### config.mk
export PLATFORM = sky130hd
export DESIGN_NAME = serial_tx_flat
export DESIGN_NICKNAME = d
export VERILOG_FILES = /design/src/rtl/serial_pkg.sv /design/src/rtl/serial_tx_if.sv /design/src/rtl/baud_counter.sv /design/src/rtl/serial_tx.sv /design/src/flat_wrapper.sv
export SDC_FILE = /design/constraint.sdc
export NUM_CORES = 1
export LEC_CHECK = 0
export CORE_MARGIN = 5
export CORE_UTILIZATION = 51
export DETAILED_ROUTE_END_ITERATION = 16
export HOLD_SLACK_MARGIN = 0.05
export PLACE_DENSITY = 0.82
export SYNTH_ARGS = -nofsm -noshare
export SYNTH_HDL_FRONTEND = slang
export SYNTH_SLANG_ARGS = --single-unit
### constraint.sdc
create_clock -name CLK -period 2.6 [get_ports CLK]
set_input_delay 0.52 -clock CLK [delete_from_list [all_inputs] [get_ports CLK]]
set_output_delay 0.52 -clock CLK [all_outputs]
set_load 0.005 [all_outputs]
### src/rtl/serial_pkg.sv
// Definitions shared by the serial transmitter and its matching receiver:
// the frame FSM encoding and the default frame timing.
package serial_pkg;
   localparam int unsigned DEF_CLKS_PER_BIT = 32'd4;
   localparam int unsigned DEF_DATA_BITS    = 32'd8;

   typedef enum logic [1:0] {
      ST_IDLE  = 2'd0,
      ST_START = 2'd1,
      ST_DATA  = 2'd2,
      ST_STOP  = 2'd3
   } serial_state_e;
endpackage

### src/rtl/serial_tx_if.sv
// Parallel-load request side and serial line of the transmitter.
// The transmitter sits on the slave modport; its user drives the master side.
interface serial_tx_if #(parameter int DATA_BITS = serial_pkg::DEF_DATA_BITS);
   logic [DATA_BITS-1:0] DATA;
   logic                 SEND;
   logic                 TX;
   logic                 BUSY;
   logic                 DONE;

   modport master (output DATA, output SEND, input TX, input BUSY, input DONE);
   modport slave  (input DATA, input SEND, output TX, output BUSY, output DONE);
endinterface

### src/rtl/baud_counter.sv
// Bit-period counter: runs 0..CLKS_PER_BIT-1 and flags the last cycle of each
// bit period with tick; clear pins it at zero so a new frame starts on a boundary.
module baud_counter
   import serial_pkg::*;
#(
   parameter int CLKS_PER_BIT = DEF_CLKS_PER_BIT
) (
   input  logic CLK,
   input  logic RESET_N,
   input  logic clear,
   output logic tick
);
   localparam int CW = $clog2(CLKS_PER_BIT);
   localparam logic [CW-1:0] CNT_MAX = CW'(CLKS_PER_BIT - 1);

   logic [CW-1:0] cnt_q;
   logic [CW-1:0] cnt_d;

   // Next count: held at zero while cleared, wraps at the bit boundary
   always_comb begin
      cnt_d = cnt_q;
      if (clear) begin
         cnt_d = '0;
      end else if (cnt_q == CNT_MAX) begin
         cnt_d = '0;
      end else begin
         cnt_d = cnt_q + CW'(1);
      end
   end

   // Count register
   always_ff @(posedge CLK or negedge RESET_N) begin
      if (!RESET_N) begin
         cnt_q <= '0;
      end else begin
         cnt_q <= cnt_d;
      end
   end

   assign tick = (cnt_q == CNT_MAX);
endmodule

### src/rtl/serial_tx.sv
// Serial transmitter: start bit, DATA_BITS payload bits LSB first, stop bit,
// each held CLKS_PER_BIT cycles. TX, BUSY and DONE come straight from flops.
module serial_tx
   import serial_pkg::*;
#(
   parameter int CLKS_PER_BIT = DEF_CLKS_PER_BIT,
   parameter int DATA_BITS    = DEF_DATA_BITS
) (
   input  logic       CLK,
   input  logic       RESET_N,
   serial_tx_if.slave bus
);
   localparam int IW = $clog2(DATA_BITS);
   localparam logic [IW-1:0] IDX_LAST = IW'(DATA_BITS - 1);

   serial_state_e        state_q, state_d;
   logic [DATA_BITS-1:0] shift_q, shift_d;
   logic [IW-1:0]        idx_q, idx_d;
   logic                 tx_q, tx_d;
   logic                 busy_q, busy_d;
   logic                 done_q, done_d;
   logic                 tick;
   logic                 baud_clear;

   assign baud_clear = (state_q == ST_IDLE);

   baud_counter #(.CLKS_PER_BIT(CLKS_PER_BIT)) u_baud (
      .CLK     (CLK),
      .RESET_N (RESET_N),
      .clear   (baud_clear),
      .tick    (tick)
   );

   // State, datapath and output registers
   always_ff @(posedge CLK or negedge RESET_N) begin
      if (!RESET_N) begin
         state_q <= ST_IDLE;
         shift_q <= '0;
         idx_q   <= '0;
         tx_q    <= 1'b1;
         busy_q  <= 1'b0;
         done_q  <= 1'b0;
      end else begin
         state_q <= state_d;
         shift_q <= shift_d;
         idx_q   <= idx_d;
         tx_q    <= tx_d;
         busy_q  <= busy_d;
         done_q  <= done_d;
      end
   end

   // Next state; requests are only looked at while idle
   always_comb begin
      state_d = state_q;
      case (state_q)
         ST_IDLE: begin
            if (bus.SEND) state_d = ST_START;
            else          state_d = ST_IDLE;
         end
         ST_START: begin
            if (tick) state_d = ST_DATA;
            else      state_d = ST_START;
         end
         ST_DATA: begin
            if (tick && (idx_q == IDX_LAST)) state_d = ST_STOP;
            else                             state_d = ST_DATA;
         end
         ST_STOP: begin
            if (tick) state_d = ST_IDLE;
            else      state_d = ST_STOP;
         end
         default: state_d = ST_IDLE;
      endcase
   end

   // Shift register and bit index; the payload is captured only on acceptance
   always_comb begin
      shift_d = shift_q;
      idx_d   = idx_q;
      case (state_q)
         ST_IDLE: begin
            idx_d = '0;
            if (bus.SEND) shift_d = bus.DATA;
            else          shift_d = shift_q;
         end
         ST_DATA: begin
            if (tick) begin
               shift_d = {1'b0, shift_q[DATA_BITS-1:1]};
               idx_d   = (idx_q == IDX_LAST) ? '0 : idx_q + IW'(1);
            end else begin
               shift_d = shift_q;
               idx_d   = idx_q;
            end
         end
         default: idx_d = '0;
      endcase
   end

   // Outputs are decoded from the next state so the flops line up with it
   always_comb begin
      tx_d = 1'b1;
      case (state_d)
         ST_START: tx_d = 1'b0;
         ST_DATA:  tx_d = shift_d[0];
         ST_STOP:  tx_d = 1'b1;
         ST_IDLE:  tx_d = 1'b1;
         default:  tx_d = 1'b1;
      endcase
      busy_d = (state_d != ST_IDLE);
      done_d = (state_q == ST_STOP) && (state_d == ST_IDLE);
   end

   assign bus.TX   = tx_q;
   assign bus.BUSY = busy_q;
   assign bus.DONE = done_q;
endmodule

### src/flat_wrapper.sv
// flat-port wrapper written by rule: the top's interface ports become plain ports
module serial_tx_flat import serial_pkg::*;
#(
   parameter int CLKS_PER_BIT = DEF_CLKS_PER_BIT,
   parameter int DATA_BITS    = DEF_DATA_BITS
)
  (CLK, RESET_N, bus_DATA, bus_SEND, bus_TX, bus_BUSY, bus_DONE);
  serial_tx_if #(.DATA_BITS(DATA_BITS)) bus_i ();
  input  logic CLK;
  input  logic RESET_N;
  input wire logic [$bits(bus_i.DATA)-1:0] bus_DATA;
  input wire logic [$bits(bus_i.SEND)-1:0] bus_SEND;
  output wire logic [$bits(bus_i.TX)-1:0] bus_TX;
  output wire logic [$bits(bus_i.BUSY)-1:0] bus_BUSY;
  output wire logic [$bits(bus_i.DONE)-1:0] bus_DONE;
  assign bus_i.DATA = bus_DATA;
  assign bus_i.SEND = bus_SEND;
  assign bus_TX = bus_i.TX;
  assign bus_BUSY = bus_i.BUSY;
  assign bus_DONE = bus_i.DONE;
  serial_tx #(.CLKS_PER_BIT(CLKS_PER_BIT), .DATA_BITS(DATA_BITS)) u_core (.CLK(CLK), .RESET_N(RESET_N), .bus(bus_i));
endmodule
==> results of run 1 <==
## power by group
group | internal, mW | leakage (nW) | total, mW | switching [mW]
clock network | 0.0853 | 0.0210 | 0.166 | 0.0803
logic | 0.215 | 0.275 | 0.420 | 0.204
registers | 0.397 | 0.220 | 0.483 | 0.0867
## through the flow
step	area (µm²)	setup slack [ns]
after global placement	1030	0.475
after global routing	1060	0.402
after detailed placement	1030	0.387
after floorplan	900	0.743
final	1060	0.519
after CTS	1060	0.517
## layout make-up
type	count	area, µm²	area share, %
Timing Repair Buffer	13	130	12.2
Inverter	5	18.8	1.77
Multi-Input combinational cell	50	394	37.1
Clock buffer	4	36.3	3.42
Sequential cell	18	452	42.5
Tap cell	25	31.3	2.94
## worst min-delay path by stage
stage	start	endpoint	slack, ns	cells after the start
after CTS	u_core.u_baud.cnt_q[0]$_DFF_PN0_	u_core.u_baud.cnt_q[0]$_DFF_PN0_	0.45	1
after global routing	u_core.u_baud.cnt_q[0]$_DFF_PN0_	u_core.u_baud.cnt_q[0]$_DFF_PN0_	0.48	1
after detailed placement	u_core.u_baud.cnt_q[0]$_DFF_PN0_	u_core.u_baud.cnt_q[0]$_DFF_PN0_	0.44	1
after global placement	u_core.u_baud.cnt_q[0]$_DFF_PN0_	u_core.u_baud.cnt_q[0]$_DFF_PN0_	0.42	1
after floorplan	RESET_N	u_core.bus.BUSY$_DFF_PN0_	0.22	0
final	u_core.u_baud.cnt_q[0]$_DFF_PN0_	u_core.u_baud.cnt_q[0]$_DFF_PN0_	0.44	1
## routing by layer
metal,track usage [%],up-vias,wire length (µm)
met1,15.9,286,718
met5,0,-,0
met3,5.16,0,58
met4,2.62,0,0
li1,-,303,-
met2,20.7,8,739
## cell usage after synthesis (all sizes together)
| cell | instances |
|---|---|
| a21o | 6 |
| a21oi | 2 |
| a22o | 7 |
| a311oi | 1 |
| and2 | 1 |
| and3 | 2 |
| and3b | 2 |
| buf | 4 |
| dfrtp | 17 |
| dfstp | 1 |
| ha | 6 |
| inv | 5 |
| mux2i | 1 |
| nand2 | 4 |
| nand2b | 1 |
| nand3b | 1 |
| nor2 | 4 |
| nor2b | 3 |
| nor3 | 1 |
| nor3b | 3 |
| o2111ai | 1 |
| o21ai | 1 |
| o221ai | 1 |
| o31ai | 1 |
| xor2 | 1 |
## kinds of logic (layout without fill, tap and decap cells)
group,after synthesis,in the layout,share of synthesized area [%]
AND/OR/NAND/NOR,22,22,16.1
AO/OA/AOI/OAI,20,20,17.2
flip-flops,18,18,50.2
buffers and inverters,9,22,5.98
adder cells (fa/ha/maj),6,6,8.34
XOR/XNOR,1,1,0.974
multiplexers,1,1,1.11
## cells in the final DEF, fill, tap and decap left out, types with 2 or more instances in the layout
| cell | synthesis | final |
|---|---|---|
| and3_1 | 2 | 2 |
| a21o_1 | 6 | 6 |
| clkdlybuf4s50_1 | 0 | 13 |
| nand2_1 | 4 | 4 |
| a21oi_1 | 2 | 2 |
| ha_1 | 6 | 6 |
| clkbuf_4 | 0 | 3 |
| nor2_1 | 3 | 3 |
| and3b_1 | 2 | 2 |
| dfrtp_1 | 17 | 17 |
| nor3b_1 | 2 | 2 |
| nor2b_1 | 3 | 3 |
| a22o_1 | 7 | 7 |
| inv_1 | 5 | 5 |
## worst max-delay path: stages, from the launching register on
cell	delay [ns]
dfrtp_1	0.42
ha_1	0.22
ha_1	0.20
and3_1	0.15
o31ai_1	0.37
inv_1	0.11
ha_1	0.22
inv_1	0.08
nand2_1	0.06
o221ai_1	0.16
## sequential cells by signal, summed over array words and instances (netlist names)
register / flops
u_core.state_q: 2
u_core.bus.TX: 1
u_core.shift_q: 8
u_core.bus.DONE: 1
u_core.idx_q: 3
u_core.bus.BUSY: 1
u_core.u_baud.cnt_q: 2
==> flow_summary.json, run 1 <==
{
  "max_freq_ghz": 0.481,
  "area_delta_synth_final_pct": 18.1,
  "netlist_area_um2": 900,
  "drv_slew": 0,
  "syn_inst": 77,
  "r2r-start": "u_core.idx_q[0]$_DFFE_PN0P_",
  "synth_top_area_share_pct": 47.3,
  "grt_pass1_vias": 582,
  "start_util_pct": 52.7,
  "antenna_found_initial": 0,
  "row_count": 15,
  "final_cells": 115,
  "dr.pass1.iters": 4,
  "design_power_total_mw": 1.07,
  "reg2reg_slack_ns": 0.52,
  "hold_buffers": 0,
  "gp_congestion": 0.752,
  "fill_cells": 134,
  "io_buffers": 13,
  "die_area_mm2": 0.00270,
  "worstPathArrival_ns": 2.29,
  "floorplan.die.height_um": 52,
  "cp_max_fo": 3,
  "rsz0062_at_grt": "no",
  "grt_max_degree": 19,
  "period_minus_slack_ns": 2.08,
  "end_kind": "register",
  "min_path_type": "register to register",
  "r2r-end": "u_core.bus.TX$_DFF_PN1_",
  "critPathRequiredTime_ns": 2.81,
  "start_kind": "register",
  "io_pins": 14,
  "wl_mm": 1.52,
  "synthesis.nets": 94,
  "utilization_pct": 62.2,
  "synth_warnings": 0,
  "synth_seq_cells": 18,
  "tightest_slew_ns": 0.768,
  "synth_area_leaders": "dfrtp_1, ha_1, a22o_1",
  "path_class": "register to register",
  "clk_pin_slew_worst_paths_ns": 0.10,
  "leakagePower_nw": 0.516,
  "fin_crit_sh_pct": 80.0,
  "status": "complete, no violations",
  "viasPerCell": 5.19,
  "wl_per_cell_um": 13.2,
  "htree_levels": 1,
  "hold_slack_ns": 0.444,
  "max_slew_margin_pct": 48.7,
  "dp_cells": 111,
  "grt_pass1_wl_mm": 2.51,
  "drv_cap": 0,
  "finalSetupTns_ns": 0,
  "startpoint": "u_core.idx_q[0]$_DFFE_PN0P_",
  "clk_latency_ns": 0.29,
  "root_buffer": "clkbuf_4",
  "syn_avg_cell_area_um2": 11.7,
  "cts_buffer_depth": 2,
  "setup_viol": 0,
  "drive_gt1_share_pct": 7.78,
  "cts_buffers": 3,
  "skew_ns": 0.00242,
  "grt_use_total_pct": 12.8,
  "ff2ff_path_depth": 9,
  "drtAntennaViolNets": 0,
  "drc": 0,
  "yosys.area.top_type": "dfrtp_1",
  "die_x_um": 52,
  "numClockSinks": 18,
  "endpoint": "u_core.bus.TX$_DFF_PN1_",
  "finalHoldViolations": 0,
  "cts_resized": 0,
  "initialDrtViolationCount": 13,
  "yosysSeqAreaShare_pct": 50.2,
  "fp.coreArea_mm2": 0.00171,
  "grt.overflow.total": 0,
  "ir_worst_vdd_mv": 0.609,
  "postCtsSetupBuffers": 0,
  "fin_nets": 108,
  "yosysUniqueCellTypes": 29,
  "power_density_mw_per_mm2": 1010,
  "via_count": 597,
  "antenna_cells": 0,
  "dpl.hpwl_mm": 1.15,
  "cts_tree": "built"
}
No activity file was read; power rests on OpenSTA's default activity.
==> run 2: changes to the inputs <==
==> constraint.sdc (replaced) <==
create_clock -name CLK -period 2.1 [get_ports CLK]
set_input_delay 0.42 -clock CLK [delete_from_list [all_inputs] [get_ports CLK]]
set_output_delay 0.42 -clock CLK [all_outputs]
set_load 0.005 [all_outputs]
==> flow_summary.json, run 2 (synthesis gave the netlist of run 1 again) <==
{
  "antenna_cells": 0,
  "area_delta_synth_final_pct": 21.1,
  "cts_tree": "built",
  "wl_mm": 1.55,
  "path_class": "register to register",
  "tightest_slew_ns": 0.426,
  "root_buffer": "clkbuf_4",
  "io_pins": 14,
  "worstPathArrival_ns": 2.21,
  "reg2reg_slack_ns": 0.10,
  "viasPerCell": 5.26,
  "design_power_total_mw": 1.35,
  "via_count": 621,
  "cts_buffer_depth": 2,
  "drv_slew": 0,
  "grt_max_degree": 19,
  "placed_area_mm2": 0.00105,
  "final-seq-area_um2": 452,
  "cts_buffers": 3,
  "fill_cells": 147,
  "die_x_um": 52,
  "io_buffers": 13,
  "top_register": "u_core.shift_q",
  "min_path_type": "input port to asynchronous set/reset pin",
  "grt_pass1_wl_mm": 2.65,
  "skew_ns": 0.00536,
  "ir_worst_vdd_mv": 0.651,
  "power_density_mw_per_mm2": 1240,
  "dr.pass1.iters": 2,
  "wl_per_cell_um": 13.1,
  "max_freq_ghz": 0.500,
  "multi_input_area_um2": 399,
  "fin_nets": 111,
  "max_slew_margin_pct": 71.6,
  "drc": 0,
  "reg.largest.list": "u_core.shift_q (8), u_core.idx_q (3)",
  "critPathRequiredTime_ns": 2.31,
  "finalHoldViolations": 0,
  "grt.overflow.total": 0,
  "end_kind": "register",
  "largest_reg_flops": 8,
  "utilization_pct": 63.8,
  "antenna_found_initial": 0,
  "fp.coreArea_mm2": 0.00171,
  "fin_crit_sh_pct": 95.2,
  "status": "complete, no violations",
  "dpl.hpwl_mm": 1.19,
  "htree_levels": 1,
  "initialDrtViolationCount": 2,
  "grt_use_total_pct": 13.3,
  "clk_pin_slew_worst_paths_ns": 0.10,
  "cp_max_fo": 3,
  "floorplan.die.height_um": 52,
  "layout_commonest_cell": "dfrtp_1",
  "layout_common_cells": "dfrtp_1, clkdlybuf4s50_1, a22o_1",
  "numClockSinks": 18,
  "drive_gt1_share_pct": 11.8,
  "row_count": 15,
  "drtAntennaViolNets": 0,
  "gp_congestion": 0.712,
  "setup_viol": 0,
  "clk_latency_ns": 0.29,
  "period_minus_slack_ns": 2.00,
  "start_util_pct": 52.7,
  "drv_cap": 0,
  "start_kind": "register",
  "fin_area_mm2": 0.00109,
  "leakagePower_nw": 0.533,
  "die_area_mm2": 0.00270,
  "grt_pass1_vias": 630
}
-- run 2: cell count changes in the layout (fill, tap and decap cells not counted) --
cell     change
o31ai_2      +1
buf_4        +3
o31ai_1      -1
-- run 2: what timing repair did --
action	4_1_cts	5_1_grt
setup buffers	0	0
endpoints found under the hold margin	0	0
endpoints found under the setup margin	0	1
gates resized for setup	0	1
hold buffers	0	0
-- run 2: layer usage --
metal  global-route usage [%]  up-vias  part of all wire [%]
met5                        0        -                     0
met4                     2.62        0                  0.90
met3                     5.44        2                   3.6
met2                     22.6        9                    54
met1                     15.8      306                    41
li1                         -      304                     -
-- run 2: area by class of cell --
type	count	area share, %
timing repair buffer	16	14.0
tap	25	2.87
sequential	18	41.4
clock buffer	4	3.33
inverter	5	1.72
multi-input combinational	50	36.6
-- run 2: power breakdown --
| part | total, mW | switching [mW] | leakage [nW] | internal [mW] |
|---|---|---|---|---|
| Combinational | 0.546 | 0.264 | 0.292 | 0.282 |
| Clock | 0.207 | 0.101 | 0.0210 | 0.106 |
| Sequential | 0.602 | 0.111 | 0.220 | 0.491 |
-- run 2: worst max-delay path, cell delays in order, from the launching register on --
cell	delay [ns]
dfrtp_1	0.41
ha_1	0.20
ha_1	0.20
and3_1	0.17
o31ai_2	0.33
inv_1	0.10
ha_1	0.22
inv_1	0.07
nand2_1	0.05
o221ai_1	0.16
-- run 2: final timing paths --
path | start | to | depth (start not counted)
max in group asynchronous | RESET_N | u_core.bus.TX$_DFF_PN1_ | 2
hold / removal | RESET_N | u_core.shift_q[1]$_DFFE_PN0P_ | 2
hold reg to reg | u_core.u_baud.cnt_q[0]$_DFF_PN0_ | u_core.u_baud.cnt_q[0]$_DFF_PN0_ | 1
setup reg to reg | u_core.idx_q[0]$_DFFE_PN0P_ | u_core.bus.TX$_DFF_PN1_ | 9
setup / recovery | u_core.idx_q[0]$_DFFE_PN0P_ | u_core.bus.TX$_DFF_PN1_ | 9
min in group CLK | u_core.u_baud.cnt_q[0]$_DFF_PN0_ | u_core.u_baud.cnt_q[0]$_DFF_PN0_ | 1
-- run 2: stage by stage --
step,worst slack [ns],instances,hold slack (ns),TNS (ns)
detailed placement,0.0174,114,0.436,0
floorplan,0.243,77,0.124,0
finish,0.100,118,0.443,0
global route,-0.0310,118,0.452,-0.0310
global placement,0.144,114,0.424,0
CTS,0.0211,118,0.450,0
==> run 3: changes to the inputs <==
--- a/config.mk
+++ b/config.mk
@@ -6,10 +6,11 @@
 export NUM_CORES = 1
 export LEC_CHECK = 0
 export CORE_MARGIN = 5
-export CORE_UTILIZATION = 51
+export CORE_UTILIZATION = 54
+export CTS_BUF_LIST = sky130_fd_sc_hd__clkbuf_2 sky130_fd_sc_hd__clkbuf_4 sky130_fd_sc_hd__clkbuf_8
 export DETAILED_ROUTE_END_ITERATION = 16
 export HOLD_SLACK_MARGIN = 0.05
-export PLACE_DENSITY = 0.82
+export PLACE_DENSITY = 0.86
 export SYNTH_ARGS = -nofsm -noshare
 export SYNTH_HDL_FRONTEND = slang
 export SYNTH_SLANG_ARGS = --single-unit
==> flow_summary.json, run 3 (synthesis gave the netlist of run 1 again) <==
{
  "critPathRequiredTime_ns": 2.31,
  "die_area_mm2": 0.00258,
  "initialDrtViolationCount": 11,
  "fill_cells": 120,
  "floorplan.die.height_um": 50.8,
  "gp_congestion": 0.725,
  "worstPathArrival_ns": 2.11,
  "root_buffer": "clkbuf_4",
  "fin_ws_ns": 0.199,
  "viasPerCell": 5.92,
  "dr.pass1.iters": 4,
  "rsz0062_at_grt": "no",
  "fin_crit_sh_pct": 90.5,
  "skew_ns": 0.00291,
  "layout_commonest_cell": "dfrtp_1",
  "start_kind": "register",
  "cts_buffers": 3,
  "drc": 0,
  "tightest_slew_ns": 0.420,
  "drv_cap": 0,
  "area_delta_synth_final_pct": 21.7,
  "drive_gt1_share_pct": 12.8,
  "dp_slack_ns": 0.0250,
  "wl_per_cell_um": 15.5,
  "clk_pin_slew_worst_paths_ns": 0.10,
  "wl_mm": 1.71,
  "final-seq-area_um2": 452,
  "cp_max_fo": 3,
  "grt_use_total_pct": 15.5,
  "drtAntennaViolNets": 0,
  "cts_tree": "built",
  "leakagePower_nw": 0.539,
  "antenna_found_initial": 0,
  "hold_buffers": 0,
  "layout_common_cells": "dfrtp_1, clkdlybuf4s50_1, a22o_1",
  "max_slew_margin_pct": 72.0,
  "ir_worst_vdd_mv": 0.795,
  "clk_latency_ns": 0.29,
  "end_kind": "register",
  "path_class": "register to register",
  "grt_pass1_vias": 694,
  "grt.overflow.total": 0,
  "reg.largest.list": "u_core.shift_q (8), u_core.idx_q (3)",
  "die_x_um": 50.8,
  "numClockSinks": 18,
  "postCtsSetupBuffers": 0,
  "min_path_type": "input port to asynchronous set/reset pin",
  "period_minus_slack_ns": 1.90,
  "cts_buffer_depth": 2,
  "grt_max_degree": 19,
  "finalHoldViolations": 0,
  "setup_viol": 0,
  "start_util_pct": 58.4,
  "max_freq_ghz": 0.526,
  "drv_slew": 0,
  "via_count": 651,
  "status": "complete, no violations",
  "largest_reg_flops": 8,
  "row_count": 14,
  "top_register": "u_core.shift_q",
  "power_density_mw_per_mm2": 1270,
  "io_buffers": 13,
  "htree_levels": 1,
  "fin_nets": 112,
  "finalSetupTns_ns": 0,
  "io_pins": 14,
  "design_power_total_mw": 1.39,
  "multi_input_area_um2": 408,
  "antenna_cells": 0,
  "dpl.hpwl_mm": 1.30,
  "fp.coreArea_mm2": 0.00154,
  "grt_pass1_wl_mm": 3.01
}
[run 3: changes by cell type in the layout (fill, tap and decap cells not counted), sizes merged]
| cell | previous run | this run |
|---|---|---|
| buf | 3 | 4 |
[run 3: worst paths after layout]
path / start / end / slack (ns) / cells after the start
max in group asynchronous: RESET_N / u_core.bus.TX$_DFF_PN1_ / 1.41 / 2
min reg2reg: u_core.u_baud.cnt_q[0]$_DFF_PN0_ / u_core.u_baud.cnt_q[0]$_DFF_PN0_ / 0.45 / 1
max reg2reg: u_core.idx_q[0]$_DFFE_PN0P_ / u_core.bus.TX$_DFF_PN1_ / 0.20 / 9
max: u_core.idx_q[0]$_DFFE_PN0P_ / u_core.bus.TX$_DFF_PN1_ / 0.20 / 9
min: RESET_N / u_core.state_q[0]$_DFF_PN0_ / 0.44 / 2
min in group CLK: u_core.u_baud.cnt_q[0]$_DFF_PN0_ / u_core.u_baud.cnt_q[0]$_DFF_PN0_ / 0.45 / 1
[run 3: where the power goes]
| part | internal, mW | switching [mW] |
|---|---|---|
| combinational | 0.304 | 0.285 |
| clock | 0.106 | 0.103 |
| sequential | 0.491 | 0.106 |
| total | 0.901 | 0.494 |
[run 3: area by class of cell]
| cell class | instances | share of cell area (%) |
|---|---|---|
| flip-flops and latches | 18 | 41.3 |
| multi-input cells | 50 | 37.3 |
| repair buffers | 17 | 14.6 |
| clock buffers | 4 | 3.31 |
| well taps | 16 | 1.83 |
| inverters | 5 | 1.71 |
[run 3: layer usage]
layer	routed length [µm]	global-route usage, %
met3	84	4.36
met2	876	25.0
met1	720	18.8
met5	0	0
met4	29	7.66
[run 3: what timing repair did]
action	4_1_cts	5_1_grt
setup endpoints to repair	1	1
gates resized for setup	1	1
pin swaps	0	1
[run 3: metrics by stage]
step | utilization, % | hold slack [ns] | cells | instance area [µm²]
finish | 71.0 | 0.443 | 110 | 1090
global route | 71.0 | 0.460 | 110 | 1090
CTS | 70.5 | 0.445 | 110 | 1090
detailed placement | 67.8 | 0.433 | 106 | 1040
global placement | 67.8 | 0.425 | 106 | 1040
floorplan | - | 0.124 | 77 | 900
[run 3: critical path, stage by stage (launching register included)]
cell and delay (ns):
dfrtp_1 0.42, ha_1 0.22, ha_1 0.20, and3_1 0.18
o31ai_4 0.22, inv_1 0.09, ha_1 0.22, inv_1 0.08
nand2_1 0.05, o221ai_1 0.15
